## config.mk

```make
export PLATFORM = sky130hd
export DESIGN_NAME = cache_miss_ctrl_flat
export DESIGN_NICKNAME = d
export VERILOG_FILES = /design/src/rtl/cache_miss_ctrl_pkg.sv /design/src/rtl/cache_miss_ctrl_if.sv /design/src/rtl/cache_miss_ctrl_line_counter.sv /design/src/rtl/cache_miss_ctrl.sv /design/src/flat_wrapper.sv
export SDC_FILE = /design/constraint.sdc
export NUM_CORES = 1
export LEC_CHECK = 0
export CORE_ASPECT_RATIO = 0.8
export CORE_UTILIZATION = 31
export DETAILED_ROUTE_END_ITERATION = 6
export GPL_TIMING_DRIVEN = 0
export PLACE_DENSITY = 0.78
export REMOVE_ABC_BUFFERS = 1
export SETUP_SLACK_MARGIN = 0.15
export SYNTH_ARGS = -nofsm -noshare
export SYNTH_HDL_FRONTEND = slang
export SYNTH_SLANG_ARGS = --single-unit
export TNS_END_PERCENT = 20
```

## constraint.sdc

```tcl
create_clock -name clk -period 2.5 [get_ports clk]
set_clock_uncertainty 0.15 [all_clocks]
set_input_delay 0.5 -clock clk [delete_from_list [all_inputs] [get_ports clk]]
set_output_delay 0.5 -clock clk [all_outputs]
set_load 0.005 [all_outputs]
```

## src/rtl/cache_miss_ctrl_pkg.sv

```systemverilog
// Shared definitions for the cache miss controller: state encodings,
// RAM address-select codes and the word-counter width helper.
package cache_pkg;

  typedef enum logic [2:0] {
    NORMAL        = 3'd0,
    IC_MISS       = 3'd1,
    DC_MISS       = 3'd2,
    DC_MISS_D     = 3'd3,
    DOUBLE_MISS   = 3'd4,
    DOUBLE_MISS_D = 3'd5
  } miss_state_e;

  localparam logic [1:0] RAM_SEL_IC = 2'b00;
  localparam logic [1:0] RAM_SEL_DC = 2'b01;
  localparam logic [1:0] RAM_SEL_WB = 2'b11;

  function automatic int cnt_w(input int words);
    return (words <= 2) ? 1 : $clog2(words);
  endfunction

endpackage

```

## src/rtl/cache_miss_ctrl_if.sv

```systemverilog
// Pipeline / cache / RAM signal bundle of the miss controller.
// master = controller side, slave = surrounding pipeline, caches and RAM.
interface cache_miss_ctrl_if #(
  parameter int CNT_W      = 3,
  parameter int WORD_BYTES = 4
) ();

  logic                  dc_read_in;
  logic                  dc_write_in;
  logic [CNT_W-1:0]      ic_word_sel_in;
  logic [CNT_W-1:0]      dc_word_sel_in;
  logic [WORD_BYTES-1:0] dc_byte_w_en_in;
  logic                  ic_hit_in;
  logic                  ic_valid_in;
  logic                  dc_hit_in;
  logic                  dc_valid_in;
  logic                  dc_dirty_in;
  logic                  ram_ready;

  logic                  ic_enable_out;
  logic                  ic_cmp_out;
  logic                  ic_write_out;
  logic                  ic_valid_out;
  logic [CNT_W-1:0]      ic_word_sel_out;
  logic [WORD_BYTES-1:0] ic_byte_w_en;
  logic                  dc_enable_out;
  logic                  dc_cmp_out;
  logic                  dc_write_out;
  logic                  dc_valid_out;
  logic [CNT_W-1:0]      dc_word_sel_out;
  logic [WORD_BYTES-1:0] dc_byte_w_en;
  logic [1:0]            ram_addr_sel;
  logic                  ram_en_out;
  logic                  ram_write_out;
  logic                  stall_out;
  logic [2:0]            status_out;

  modport master (
    input  dc_read_in, dc_write_in, ic_word_sel_in, dc_word_sel_in, dc_byte_w_en_in,
           ic_hit_in, ic_valid_in, dc_hit_in, dc_valid_in, dc_dirty_in, ram_ready,
    output ic_enable_out, ic_cmp_out, ic_write_out, ic_valid_out, ic_word_sel_out, ic_byte_w_en,
           dc_enable_out, dc_cmp_out, dc_write_out, dc_valid_out, dc_word_sel_out, dc_byte_w_en,
           ram_addr_sel, ram_en_out, ram_write_out, stall_out, status_out
  );

  modport slave (
    output dc_read_in, dc_write_in, ic_word_sel_in, dc_word_sel_in, dc_byte_w_en_in,
           ic_hit_in, ic_valid_in, dc_hit_in, dc_valid_in, dc_dirty_in, ram_ready,
    input  ic_enable_out, ic_cmp_out, ic_write_out, ic_valid_out, ic_word_sel_out, ic_byte_w_en,
           dc_enable_out, dc_cmp_out, dc_write_out, dc_valid_out, dc_word_sel_out, dc_byte_w_en,
           ram_addr_sel, ram_en_out, ram_write_out, stall_out, status_out
  );

endinterface

```

## src/rtl/cache_miss_ctrl_line_counter.sv

```systemverilog
// Word counter for one line burst: synchronous clear, increment enable,
// saturates at the last word so it only wraps through an explicit clear.
module line_counter
  import cache_pkg::*;
#(
  parameter int WORDS_PER_LINE = 8,
  parameter int CNT_W          = cnt_w(WORDS_PER_LINE)
) (
  input  logic             clk,
  input  logic             reset,
  input  logic             clr,
  input  logic             inc,
  output logic [CNT_W-1:0] cnt,
  output logic             last
);

  localparam logic [CNT_W-1:0] LAST_WORD = CNT_W'(WORDS_PER_LINE - 1);

  always_ff @(posedge clk) begin
    if (reset || clr) begin
      cnt <= '0;
    end else if (inc && !last) begin
      cnt <= cnt + CNT_W'(1);
    end
  end

  assign last = (cnt == LAST_WORD);

endmodule

```

## src/rtl/cache_miss_ctrl.sv

```systemverilog
// Miss-handling controller for the split I/D cache pair with ram_ready burst handshake.
// Optional feature: define CACHE_IC_SNOOP_EN to source I-cache refill words from D-cache hits.
module cache_miss_ctrl
  import cache_pkg::*;
#(
  parameter int WORDS_PER_LINE = 8,
  parameter int WORD_BYTES     = 4,
  parameter int CNT_W          = cnt_w(WORDS_PER_LINE)
) (
  input  logic              clk,
  input  logic              reset,
  cache_miss_ctrl_if.master bus
);

  localparam logic [WORD_BYTES-1:0] BE_ALL = '1;

  miss_state_e      state, state_nxt;
  logic [CNT_W-1:0] cnt;
  logic             cnt_last, cnt_clr, cnt_inc;
  logic             ic_miss, dc_miss, snoop_word, word_done;

  function automatic miss_state_e follow_on(input miss_state_e s);
    case (s)
      DC_MISS_D:     return DC_MISS;
      DOUBLE_MISS_D: return DOUBLE_MISS;
      DOUBLE_MISS:   return DC_MISS;
      default:       return NORMAL;
    endcase
  endfunction

  always_ff @(posedge clk) begin
    if (reset) begin
      state <= NORMAL;
    end else begin
      state <= state_nxt;
    end
  end

  line_counter #(
    .WORDS_PER_LINE(WORDS_PER_LINE),
    .CNT_W         (CNT_W)
  ) u_line_counter (
    .clk  (clk),
    .reset(reset),
    .clr  (cnt_clr),
    .inc  (cnt_inc),
    .cnt  (cnt),
    .last (cnt_last)
  );

  always_comb begin
    state_nxt  = state;
    cnt_clr    = 1'b0;
    cnt_inc    = 1'b0;
    snoop_word = 1'b0;
    ic_miss    = !(bus.ic_hit_in && bus.ic_valid_in);
    dc_miss    = (bus.dc_read_in || bus.dc_write_in) && !(bus.dc_hit_in && bus.dc_valid_in);

    bus.ic_enable_out   = 1'b0;
    bus.ic_cmp_out      = 1'b0;
    bus.ic_write_out    = 1'b0;
    bus.ic_valid_out    = 1'b0;
    bus.ic_word_sel_out = cnt;
    bus.ic_byte_w_en    = '0;
    bus.dc_enable_out   = 1'b0;
    bus.dc_cmp_out      = 1'b0;
    bus.dc_write_out    = 1'b0;
    bus.dc_valid_out    = 1'b0;
    bus.dc_word_sel_out = cnt;
    bus.dc_byte_w_en    = '0;
    bus.ram_addr_sel    = RAM_SEL_IC;
    bus.ram_en_out      = 1'b0;
    bus.ram_write_out   = 1'b0;
    bus.stall_out       = 1'b1;
    bus.status_out      = state;

    case (state)
      NORMAL: begin
        bus.ic_enable_out   = 1'b1;
        bus.ic_cmp_out      = 1'b1;
        bus.ic_word_sel_out = bus.ic_word_sel_in;
        bus.dc_enable_out   = bus.dc_read_in || bus.dc_write_in;
        bus.dc_cmp_out      = 1'b1;
        bus.dc_write_out    = bus.dc_write_in;
        bus.dc_valid_out    = 1'b1;
        bus.dc_word_sel_out = bus.dc_word_sel_in;
        bus.dc_byte_w_en    = bus.dc_byte_w_en_in;
        bus.stall_out       = ic_miss || dc_miss;
        // A dirty victim is always written back before any refill starts
        if (dc_miss) begin
          cnt_clr = 1'b1;
          if (ic_miss) state_nxt = bus.dc_dirty_in ? DOUBLE_MISS_D : DOUBLE_MISS;
          else         state_nxt = bus.dc_dirty_in ? DC_MISS_D : DC_MISS;
        end else if (ic_miss) begin
          cnt_clr   = 1'b1;
          state_nxt = IC_MISS;
        end
      end
      IC_MISS, DOUBLE_MISS: begin
        bus.ic_enable_out = 1'b1;
        bus.ic_write_out  = 1'b1;
        bus.ic_valid_out  = 1'b1;
        bus.ic_byte_w_en  = BE_ALL;
        bus.dc_cmp_out    = 1'b1;
`ifdef CACHE_IC_SNOOP_EN
        bus.dc_enable_out = 1'b1;
        snoop_word        = bus.dc_hit_in && bus.dc_valid_in;
`endif
        bus.ram_addr_sel  = RAM_SEL_IC;
        bus.ram_en_out    = !snoop_word;
      end
      DC_MISS: begin
        bus.dc_enable_out = 1'b1;
        bus.dc_write_out  = 1'b1;
        bus.dc_valid_out  = 1'b1;
        bus.dc_byte_w_en  = BE_ALL;
        bus.ram_addr_sel  = RAM_SEL_DC;
        bus.ram_en_out    = 1'b1;
      end
      DC_MISS_D, DOUBLE_MISS_D: begin
        bus.dc_enable_out = 1'b1;
        bus.ram_addr_sel  = RAM_SEL_WB;
        bus.ram_en_out    = 1'b1;
        bus.ram_write_out = 1'b1;
      end
      default: begin
        state_nxt = NORMAL;
      end
    endcase

    // ram_ready without ram_en (e.g. in NORMAL) never completes a word
    word_done = (bus.ram_en_out && bus.ram_ready) || snoop_word;
    if (word_done && cnt_last) begin
      cnt_clr   = 1'b1;
      state_nxt = follow_on(state);
    end else if (word_done) begin
      cnt_inc = 1'b1;
    end
  end

endmodule

```

## src/flat_wrapper.sv

```systemverilog
// flat-port wrapper written by rule: the top's interface ports become plain ports
module cache_miss_ctrl_flat import cache_pkg::*;
#(
  parameter int WORDS_PER_LINE = 8,
  parameter int WORD_BYTES     = 4,
  parameter int CNT_W          = cnt_w(WORDS_PER_LINE)
)
  (clk, reset, bus_dc_read_in, bus_dc_write_in, bus_ic_word_sel_in, bus_dc_word_sel_in, bus_dc_byte_w_en_in, bus_ic_hit_in, bus_ic_valid_in, bus_dc_hit_in, bus_dc_valid_in, bus_dc_dirty_in, bus_ram_ready, bus_ic_enable_out, bus_ic_cmp_out, bus_ic_write_out, bus_ic_valid_out, bus_ic_word_sel_out, bus_ic_byte_w_en, bus_dc_enable_out, bus_dc_cmp_out, bus_dc_write_out, bus_dc_valid_out, bus_dc_word_sel_out, bus_dc_byte_w_en, bus_ram_addr_sel, bus_ram_en_out, bus_ram_write_out, bus_stall_out, bus_status_out);
  cache_miss_ctrl_if #(.CNT_W(CNT_W), .WORD_BYTES(WORD_BYTES)) bus_i ();
  input  logic clk;
  input  logic reset;
  input wire logic [$bits(bus_i.dc_read_in)-1:0] bus_dc_read_in;
  input wire logic [$bits(bus_i.dc_write_in)-1:0] bus_dc_write_in;
  input wire logic [$bits(bus_i.ic_word_sel_in)-1:0] bus_ic_word_sel_in;
  input wire logic [$bits(bus_i.dc_word_sel_in)-1:0] bus_dc_word_sel_in;
  input wire logic [$bits(bus_i.dc_byte_w_en_in)-1:0] bus_dc_byte_w_en_in;
  input wire logic [$bits(bus_i.ic_hit_in)-1:0] bus_ic_hit_in;
  input wire logic [$bits(bus_i.ic_valid_in)-1:0] bus_ic_valid_in;
  input wire logic [$bits(bus_i.dc_hit_in)-1:0] bus_dc_hit_in;
  input wire logic [$bits(bus_i.dc_valid_in)-1:0] bus_dc_valid_in;
  input wire logic [$bits(bus_i.dc_dirty_in)-1:0] bus_dc_dirty_in;
  input wire logic [$bits(bus_i.ram_ready)-1:0] bus_ram_ready;
  output wire logic [$bits(bus_i.ic_enable_out)-1:0] bus_ic_enable_out;
  output wire logic [$bits(bus_i.ic_cmp_out)-1:0] bus_ic_cmp_out;
  output wire logic [$bits(bus_i.ic_write_out)-1:0] bus_ic_write_out;
  output wire logic [$bits(bus_i.ic_valid_out)-1:0] bus_ic_valid_out;
  output wire logic [$bits(bus_i.ic_word_sel_out)-1:0] bus_ic_word_sel_out;
  output wire logic [$bits(bus_i.ic_byte_w_en)-1:0] bus_ic_byte_w_en;
  output wire logic [$bits(bus_i.dc_enable_out)-1:0] bus_dc_enable_out;
  output wire logic [$bits(bus_i.dc_cmp_out)-1:0] bus_dc_cmp_out;
  output wire logic [$bits(bus_i.dc_write_out)-1:0] bus_dc_write_out;
  output wire logic [$bits(bus_i.dc_valid_out)-1:0] bus_dc_valid_out;
  output wire logic [$bits(bus_i.dc_word_sel_out)-1:0] bus_dc_word_sel_out;
  output wire logic [$bits(bus_i.dc_byte_w_en)-1:0] bus_dc_byte_w_en;
  output wire logic [$bits(bus_i.ram_addr_sel)-1:0] bus_ram_addr_sel;
  output wire logic [$bits(bus_i.ram_en_out)-1:0] bus_ram_en_out;
  output wire logic [$bits(bus_i.ram_write_out)-1:0] bus_ram_write_out;
  output wire logic [$bits(bus_i.stall_out)-1:0] bus_stall_out;
  output wire logic [$bits(bus_i.status_out)-1:0] bus_status_out;
  assign bus_i.dc_read_in = bus_dc_read_in;
  assign bus_i.dc_write_in = bus_dc_write_in;
  assign bus_i.ic_word_sel_in = bus_ic_word_sel_in;
  assign bus_i.dc_word_sel_in = bus_dc_word_sel_in;
  assign bus_i.dc_byte_w_en_in = bus_dc_byte_w_en_in;
  assign bus_i.ic_hit_in = bus_ic_hit_in;
  assign bus_i.ic_valid_in = bus_ic_valid_in;
  assign bus_i.dc_hit_in = bus_dc_hit_in;
  assign bus_i.dc_valid_in = bus_dc_valid_in;
  assign bus_i.dc_dirty_in = bus_dc_dirty_in;
  assign bus_i.ram_ready = bus_ram_ready;
  assign bus_ic_enable_out = bus_i.ic_enable_out;
  assign bus_ic_cmp_out = bus_i.ic_cmp_out;
  assign bus_ic_write_out = bus_i.ic_write_out;
  assign bus_ic_valid_out = bus_i.ic_valid_out;
  assign bus_ic_word_sel_out = bus_i.ic_word_sel_out;
  assign bus_ic_byte_w_en = bus_i.ic_byte_w_en;
  assign bus_dc_enable_out = bus_i.dc_enable_out;
  assign bus_dc_cmp_out = bus_i.dc_cmp_out;
  assign bus_dc_write_out = bus_i.dc_write_out;
  assign bus_dc_valid_out = bus_i.dc_valid_out;
  assign bus_dc_word_sel_out = bus_i.dc_word_sel_out;
  assign bus_dc_byte_w_en = bus_i.dc_byte_w_en;
  assign bus_ram_addr_sel = bus_i.ram_addr_sel;
  assign bus_ram_en_out = bus_i.ram_en_out;
  assign bus_ram_write_out = bus_i.ram_write_out;
  assign bus_stall_out = bus_i.stall_out;
  assign bus_status_out = bus_i.status_out;
  cache_miss_ctrl #(.WORDS_PER_LINE(WORDS_PER_LINE), .WORD_BYTES(WORD_BYTES), .CNT_W(CNT_W)) u_core (.clk(clk), .reset(reset), .bus(bus_i));
endmodule
```

* After elaboration in Yosys (flattened, before gate mapping)
Cells that the tools add are included.
** Storage, ports and cells
- Flip-flop bits (word level) :: 6
- Output and inout bits :: 30
- Word-level logic and storage cells :: 60
** Operators by class
- Add/sub/neg operators :: 1
- Eq/ne operators :: 8
- Mux-type cells :: 28
- Reductions and logical operators :: 21
** Operators with widths (count)
- 3-bit two-way mux :: 6
- 1-bit two-way mux :: 15
- 3-bit one-hot mux with 2 select lines :: 2
- 3-bit == test (second input constant) :: 3
- 4-bit one-hot mux with 2 select lines :: 1
- 2-bit OR reduction :: 4
- 3-bit by 2-bit == test with 1-bit output (second input constant) :: 2
- 1-bit logical AND :: 6
- 3-bit OR reduction :: 2
- 5-bit OR reduction :: 1
- 4-bit two-way mux :: 1
- 4-bit by 3-bit inequality test with 1-bit output (second input constant) :: 1
- 1-bit one-hot mux with 2 select lines :: 2
- 2-bit one-hot mux with 2 select lines :: 1
- 3-bit by 1-bit adder with 3-bit output (second input constant) :: 1
- 3-bit by 1-bit == test with 1-bit output (second input constant) :: 1
- 1-bit logical NOT :: 3
- 3-bit logical NOT :: 1
- 1-bit logical OR :: 3
- 2-bit by 1-bit inequality test with 1-bit output (second input constant) :: 1
- 2-bit AND reduction :: 1

* Logic depth before layout (Yosys ltp)
Gate-level depths: netlist of the first run.
- Depth after elaboration :: 7
- Gate-level depth with buffers :: 7
- Mapped depth without buffers :: 6

* By module
From an unflattened synthesis of the first run, not the netlist that was laid out.
** Unflattened totals
- Cell total of the unflattened synthesis :: 80
- Area, all modules :: 583.1 µm²
** Modules (own cells, without submodules)
- cache_miss_ctrl :: instances 1, cells an instance 68, area an instance 440.4 µm²
- line_counter :: instances 1, cells an instance 12, area an instance 142.6 µm²

* Worst setup path after synthesis of the first run
Ideal clock, no wire load.
- Path type :: register to output
- From :: register u_core.state[2] (netlist: u_core.bus.status_out[2])
- To :: output port bus_dc_enable_out
- Arrival time :: 1158 ps
- Slack :: 692 ps
- Stages on the path, launching flop included :: 6
- Cells stage by stage :: dfxtp_1 buf_2 nor2_1 o21ai_0 a21oi_1 or2_2
** Between the ends
- Cells in the longest elaborated chain, start to end :: 3
- Elaborated cells between the ends (all ways) :: 6
- Those cells by class :: 3 x eq/ne; 1 x mux; 2 x reduce/logical
** RTL lines
- start: declaration :: line cache_miss_ctrl.sv:17 : miss_state_e state, state_nxt;
- start signal: assignment :: line cache_miss_ctrl.sv:35 : state <= state_nxt;
- 3-bit by 2-bit == test with 1-bit output or 3-bit == test (tied branches) :: line cache_miss_ctrl.sv:77 : case (state)
- 3-bit OR reduction (no source line)
- 1-bit one-hot mux with 2 select lines (*) :: line cache_miss_ctrl.sv:77
- end: declaration :: line flat_wrapper.sv:29 : output wire logic [$bits(bus_i.dc_enable_out)-1:0] bus_dc_enable_out;
Mark *: on every way between the ends. The rest lies on a longest branch, timed or not.

* Final worst setup path of the first run
- From :: register u_core.state[2] (netlist: u_core.bus.status_out[2])
- To :: output port bus_ic_valid_out
** Between the ends
- Cells in the longest elaborated chain, start to end :: 3
- Elaborated cells between the ends (all ways) :: 4
- Those cells by class :: 2 x eq/ne; 1 x mux; 1 x reduce/logical
** RTL lines
- 3-bit by 1-bit == test with 1-bit output or 3-bit == test (tied branches) :: line cache_miss_ctrl.sv:77
- 2-bit OR reduction (*)
- 1-bit two-way mux (*) :: line cache_miss_ctrl.sv:77
- end: declaration :: line flat_wrapper.sv:26 : output wire logic [$bits(bus_i.ic_valid_out)-1:0] bus_ic_valid_out;
Marks and branches as above.

==> results of run 1 <==
tightest hold or removal path, cell delays in order, from the launching register on:
cell	delay, ns
dfxtp_1	0.32
nand2_1	0.06
a21oi_1	0.05
cells in the final DEF, fill, tap and decap left out, types with 2 or more instances in the layout:
| master | instances |
|---|---|
| a21oi_1 | 7 |
| buf_4 | 10 |
| o21a_1 | 5 |
| or4_1 | 2 |
| dfxtp_4 | 3 |
| clkdlybuf4s50_1 | 42 |
| nand2_1 | 22 |
| dlygate4sd2_1 | 5 |
| clkbuf_4 | 3 |
| or3b_1 | 2 |
| dfxtp_1 | 3 |
| dlymetal6s2s_1 | 2 |
| o21ai_1 | 3 |
| nor2_1 | 3 |
| nor2b_1 | 2 |
| ha_1 | 3 |
power by group through the flow:
stage / logic (uW) / registers (uW) / clock network (uW)
2_1_floorplan: 173 / 130 / 0
3_3_place_gp: 467 / 137 / 0
3_5_place_dp: 471 / 137 / 0
4_1_cts: 544 / 120 / 91.0
5_1_grt: 597 / 123 / 95.7
6_report: 550 / 121 / 87.8
cell type report:
type                    instances  area (um2)  share of cell area [%]
repair buffers                 59         564                    47.3
multi-input cells              68         432                    36.2
flip-flops and latches          6         131                    11.0
well taps                      22        27.5                    2.31
clock buffers                   3        22.5                    1.89
inverters                       3        16.3                    1.36
worst max-delay path by stage:
stage	cells past startpoint	slack, ns	end
after floorplan	4	0.67	bus_dc_word_sel_out[0]
after global placement	5	-0.09	bus_dc_enable_out
after global routing	4	0.04	bus_ic_byte_w_en[0]
after CTS	5	0.09	bus_dc_word_sel_out[0]
final	4	0.14	bus_ic_valid_out
after detailed placement	5	-0.12	bus_stall_out
metrics by stage:
step / std cells / utilization [%] / power (uW) / TNS [ns] / worst slack [ns]
2_1_floorplan: 77 / - / 303 / 0 / 0.668
3_3_place_gp: 148 / 60.7 / 603 / -0.171 / -0.0901
3_5_place_dp: 148 / 60.7 / 608 / -0.201 / -0.121
4_1_cts: 161 / 68.2 / 755 / 0 / 0.0861
5_1_grt: 161 / 69.2 / 815 / 0 / 0.0396
6_report: 161 / 69.2 / 760 / 0 / 0.138
sequential cells by signal (all words and copies together), names as in the netlist:
register / cells
u_core.u_line_counter.cnt: 3
u_core.bus.status_out: 3
routing by layer:
metal / track usage [%] / vias to the layer above / share of wire [%]
met5: 0 / - / 0
met4: 2.03 / 0 / 0
met3: 3.99 / 0 / 3.8
met2: 36.5 / 19 / 52
met1: 26.0 / 367 / 44
li1: - / 402 / -
what timing repair did:
| action | 4_1_cts | 5_1_grt |
|---|---|---|
| buffers inserted | 10 | 0 |
| resized for setup | 19 | 4 |
| pin swaps | 1 | 1 |
| setup endpoints to repair | 24 | 17 |
cells by family after synthesis:
| logic type | Yosys count |
|---|---|
| AND/OR/NAND/NOR | 42 |
| flip-flops | 6 |
| AO/OA/AOI/OAI | 20 |
| buffers and inverters | 14 |
| multiplexers | 1 |
| adder cells (fa/ha/maj) | 3 |
| XOR/XNOR | 2 |
==> results.toml, run 1 <==
[hold_path]
min_to = "u_core.u_line_counter.cnt[1]"
hp-start = "u_core.u_line_counter.cnt[1]"
min_delay_path_depth = 2
min-delay-path-class = "reg2reg"

[route]
ant_nets = 0
drtPass1Iterations = 4
drc_errors = 0
vias_per_cell = 4.89
wl_per_cell_um = 13.0
vias = 788
drt_iter0_markers = 18
totalWireLength_um = 2090

[yosys]
synthDominantCellAreaShare_pct = 20.0
synth_edf_count = 0
async_reset_ff_share_pct = 0
synth_area_leaders = "dfxtp_1, nand2_1, buf_4"
yosys_warnings = 0
synth.avg_cell_area_um2 = 6.82
synth_fa_ha_area_share_pct = 6.25
synth_most_common_cell = "nand2_1"
synth_ff_type = "dfxtp_1"
yosys-top-cells-count = "nand2_1, a21oi_1, buf_4"
synth_top_family_by_area = "simple AND/OR/NAND/NOR gates"
ys_seq_area_share_pct = 20.0
synth.area.mux_share_pct = 1.88
yosys.area.top_type = "dfxtp_1"
synth.distinct_cells = 32
syn_inst = 88
synth_compound_area_share_pct = 20.6
synthSimpleGateAreaFrac_pct = 34.6
ys_ff_latch = 6
synth_xor_area_share_pct = 2.92
synth_area_um2 = 601

[pwr]
seqPwrFrac_pct = 16.0
switching_share_pct = 33.8
peakVddDrop_v = 0.000376
p_switching_uw = 257
pwr-share-clk_pct = 11.6
p_per_area_mw_per_mm2 = 636
p_leak_uw = 0.000533
p_int_uw = 503
power_frac_comb_pct = 72.5

[global_route]
first_global_vias = 662
overflow = 0
antenna_found_initial = 0
grt_max_degree = 11
grt_usage_pct = 20.0
grt_pass1_wl_um = 3050

[clock_network]
cts_tree = "yes"
ctsHoldBuffers = 0
ctsHtreeMaxLevel = 1
cts.path.max_buffers = 2
clkLatencyLatePin_ns = 0.24
cts.sinks = 6
path_clk_slew_ns = 0.05
cts_root_buf = "clkbuf_4"
numCtsBuffers = 3

[worst_setup_path]
cp.arrival_ns = 1.71
cp_max_fo = 7
start_kind = "flip-flop"
endpoint_kind = "output pin"
worstReg2RegStart = "u_core.u_line_counter.cnt[0]"
path_cells = "buf_4 -> xnor2_1 -> nor2_1 -> clkdlybuf4s50_1"
crit_path_start = "u_core.bus.status_out[2]"
critPathKind = "reg2out"
crit_family = "buffers and inverters"
crit_required_ns = 1.85
ff2ff_setup_slack_ns = 0.67
slowest_delay_ns = 0.57
cp_slowest_cell = "clkdlybuf4s50_1"
r2r_cells = 6
crit_buf_inv = 2
reg2reg_to = "u_core.bus.status_out[1]"

[floorplan]
die_height_um = 41.4
die_w_um = 51.2
coreArea_mm2 = 0.00172
rows = 13
pin_count = 50
die-area_mm2 = 0.00212
start_util_pct = 34.8

[final_layout]
finalNetCount = 164
fill_cells = 161
area_growth_pct = 98.7
num_antenna_cells = 0
stdcell_area_mm2 = 0.00119
layout-drive-gt1-share_pct = 18.7

[timing]
hold_viol = 0
finalSetupViolations = 0
max_freq_mhz = 423
slew_headroom_pct = 75.2
fin_crit_ns = 2.36
tightest_slew_ns = 0.370
hold_ws_ns = 0.335
fin_crit_sh_pct = 94.5
grt_setup_unrepaired = "true"
slew_violations = 0

[place]
gp_congestion = 0.826
numPortBuffers = 49
place_hpwl_um = 1480
dpl_cell_area_mm2 = 0.00105

[status]
status = "finished, final reports clean"

[run]
drv_cap = 0
Power figures use the tool's default switching activity.
==> inputs of run 2 (changes only) <==
--- a/config.mk
+++ b/config.mk
@@ -10,6 +10,7 @@
 export DETAILED_ROUTE_END_ITERATION = 6
 export GPL_TIMING_DRIVEN = 0
 export PLACE_DENSITY = 0.78
+export RECOVER_POWER = 50
 export REMOVE_ABC_BUFFERS = 1
 export SETUP_SLACK_MARGIN = 0.15
 export SYNTH_ARGS = -nofsm -noshare
==> results.toml, run 2 (synthesized netlist as in run 1, its figures left out) <==
[timing]
slew_headroom_pct = 61.8
slew_violations = 0
tightest_slew_ns = 0.567
finalSetupViolations = 0
hold_ws_ns = 0.335
fin_crit_sh_pct = 94.4
hold_viol = 0
max_freq_mhz = 424
grt_setup_unrepaired = "true"
fin_crit_ns = 2.36

[floorplan]
die_height_um = 41.4
start_util_pct = 34.8
rows = 13
coreArea_mm2 = 0.00172
pin_count = 50
die_w_um = 51.2
die-area_mm2 = 0.00212

[clock_network]
ctsHtreeMaxLevel = 1
cts_tree = "yes"
cts.sinks = 6
clkLatencyLatePin_ns = 0.24
cts_root_buf = "clkbuf_4"
path_clk_slew_ns = 0.05
cts.path.max_buffers = 2
numCtsBuffers = 3

[worst_setup_path]
cp.arrival_ns = 1.71
endpoint_kind = "output pin"
critPathKind = "reg2out"
cp_max_fo = 7
crit_required_ns = 1.85
start_kind = "flip-flop"
ff2ff_setup_slack_ns = 0.58

[place]
numPortBuffers = 49
dp_cells = 148
place_hpwl_um = 1480
gp_congestion = 0.826

[route]
vias_per_cell = 4.86
drtPass1Iterations = 4
drt_iter0_markers = 22
drc_errors = 0
totalWireLength_um = 2100
ant_nets = 0
wl_per_cell_um = 13.0
vias = 782

[global_route]
antenna_found_initial = 0
grt_max_degree = 11
grt_usage_pct = 20.0
grt_pass1_wl_um = 3050
first_global_vias = 662
overflow = 0

[final_layout]
final_cells = 161
finalNetCount = 164
num_antenna_cells = 0
layout-drive-gt1-share_pct = 16.5
final_common_cell = "clkdlybuf4s50_1"
area_growth_pct = 97.1
layout_common_cells = "clkdlybuf4s50_1, nand2_1, buf_4"

[status]
status = "finished, final reports clean"

[pwr]
p_leak_uw = 0.000533
peakVddDrop_v = 0.000376
p_per_area_mw_per_mm2 = 638

[hold_path]
min-delay-path-class = "reg2reg"

[run]
drv_cap = 0
run 2: worst paths after layout:
kind / start / endpoint / depth (start not counted)
worst max-delay path: u_core.bus.status_out[2] / bus_ic_valid_out / 4
worst min-delay path: u_core.u_line_counter.cnt[1] / u_core.u_line_counter.cnt[1] / 2
worst max register to register: u_core.bus.status_out[2] / u_core.u_line_counter.cnt[1] / 6
worst min register to register: u_core.u_line_counter.cnt[1] / u_core.u_line_counter.cnt[1] / 2
run 2: worst max-delay path, cell delays in order, from the launching register on:
cell,delay (ns)
dfxtp_4,0.35
buf_4,0.16
xnor2_1,0.12
nor2_1,0.26
clkdlybuf4s50_1,0.57
run 2: report_power, final:
| part | leakage (uW) | internal (uW) | switching (uW) | total, uW |
|---|---|---|---|---|
| registers | 0.0000503 | 107 | 12.4 | 119 |
| clock network | 0.0000138 | 54.3 | 34.3 | 88.5 |
| logic | 0.000469 | 338 | 210 | 547 |
| total | 0.000533 | 498 | 256 | 755 |
run 2: what timing repair did:
action	in CTS	in global routing
pin swaps	1	1
gates cloned	0	0
endpoints found under the setup margin	24	17
setup buffers	10	0
hold buffers	0	0
endpoints found under the hold margin	0	0
resized for setup	19	4
run 2: metrics by stage:
step                      cell area, um2  power [uW]  setup TNS, ns  util, %  worst slack [ns]
after global placement              1050         603         -0.171     60.7           -0.0901
after CTS                           1180         755              0     68.2            0.0861
after global routing                1180         809              0     68.7            0.0429
after detailed placement            1050         608         -0.201     60.7            -0.121
after floorplan                      529         303              0        -             0.668
final                               1180         755              0     68.7             0.139
run 2: cell type report:
type | count | area [um2]
Inverter | 3 | 16.3
Fill cell | 165 | 541
Clock buffer | 3 | 22.5
Multi-Input combinational cell | 68 | 425
Sequential cell | 6 | 128
Tap cell | 22 | 27.5
Timing Repair Buffer | 59 | 564
run 2: metal layers:
metal	vias up	track usage (%)	routed length [um]
li1	399	-	-
met1	367	26.0	948
met2	16	36.5	1090
met3	0	3.99	64
met4	0	2.03	0
met5	-	0	0
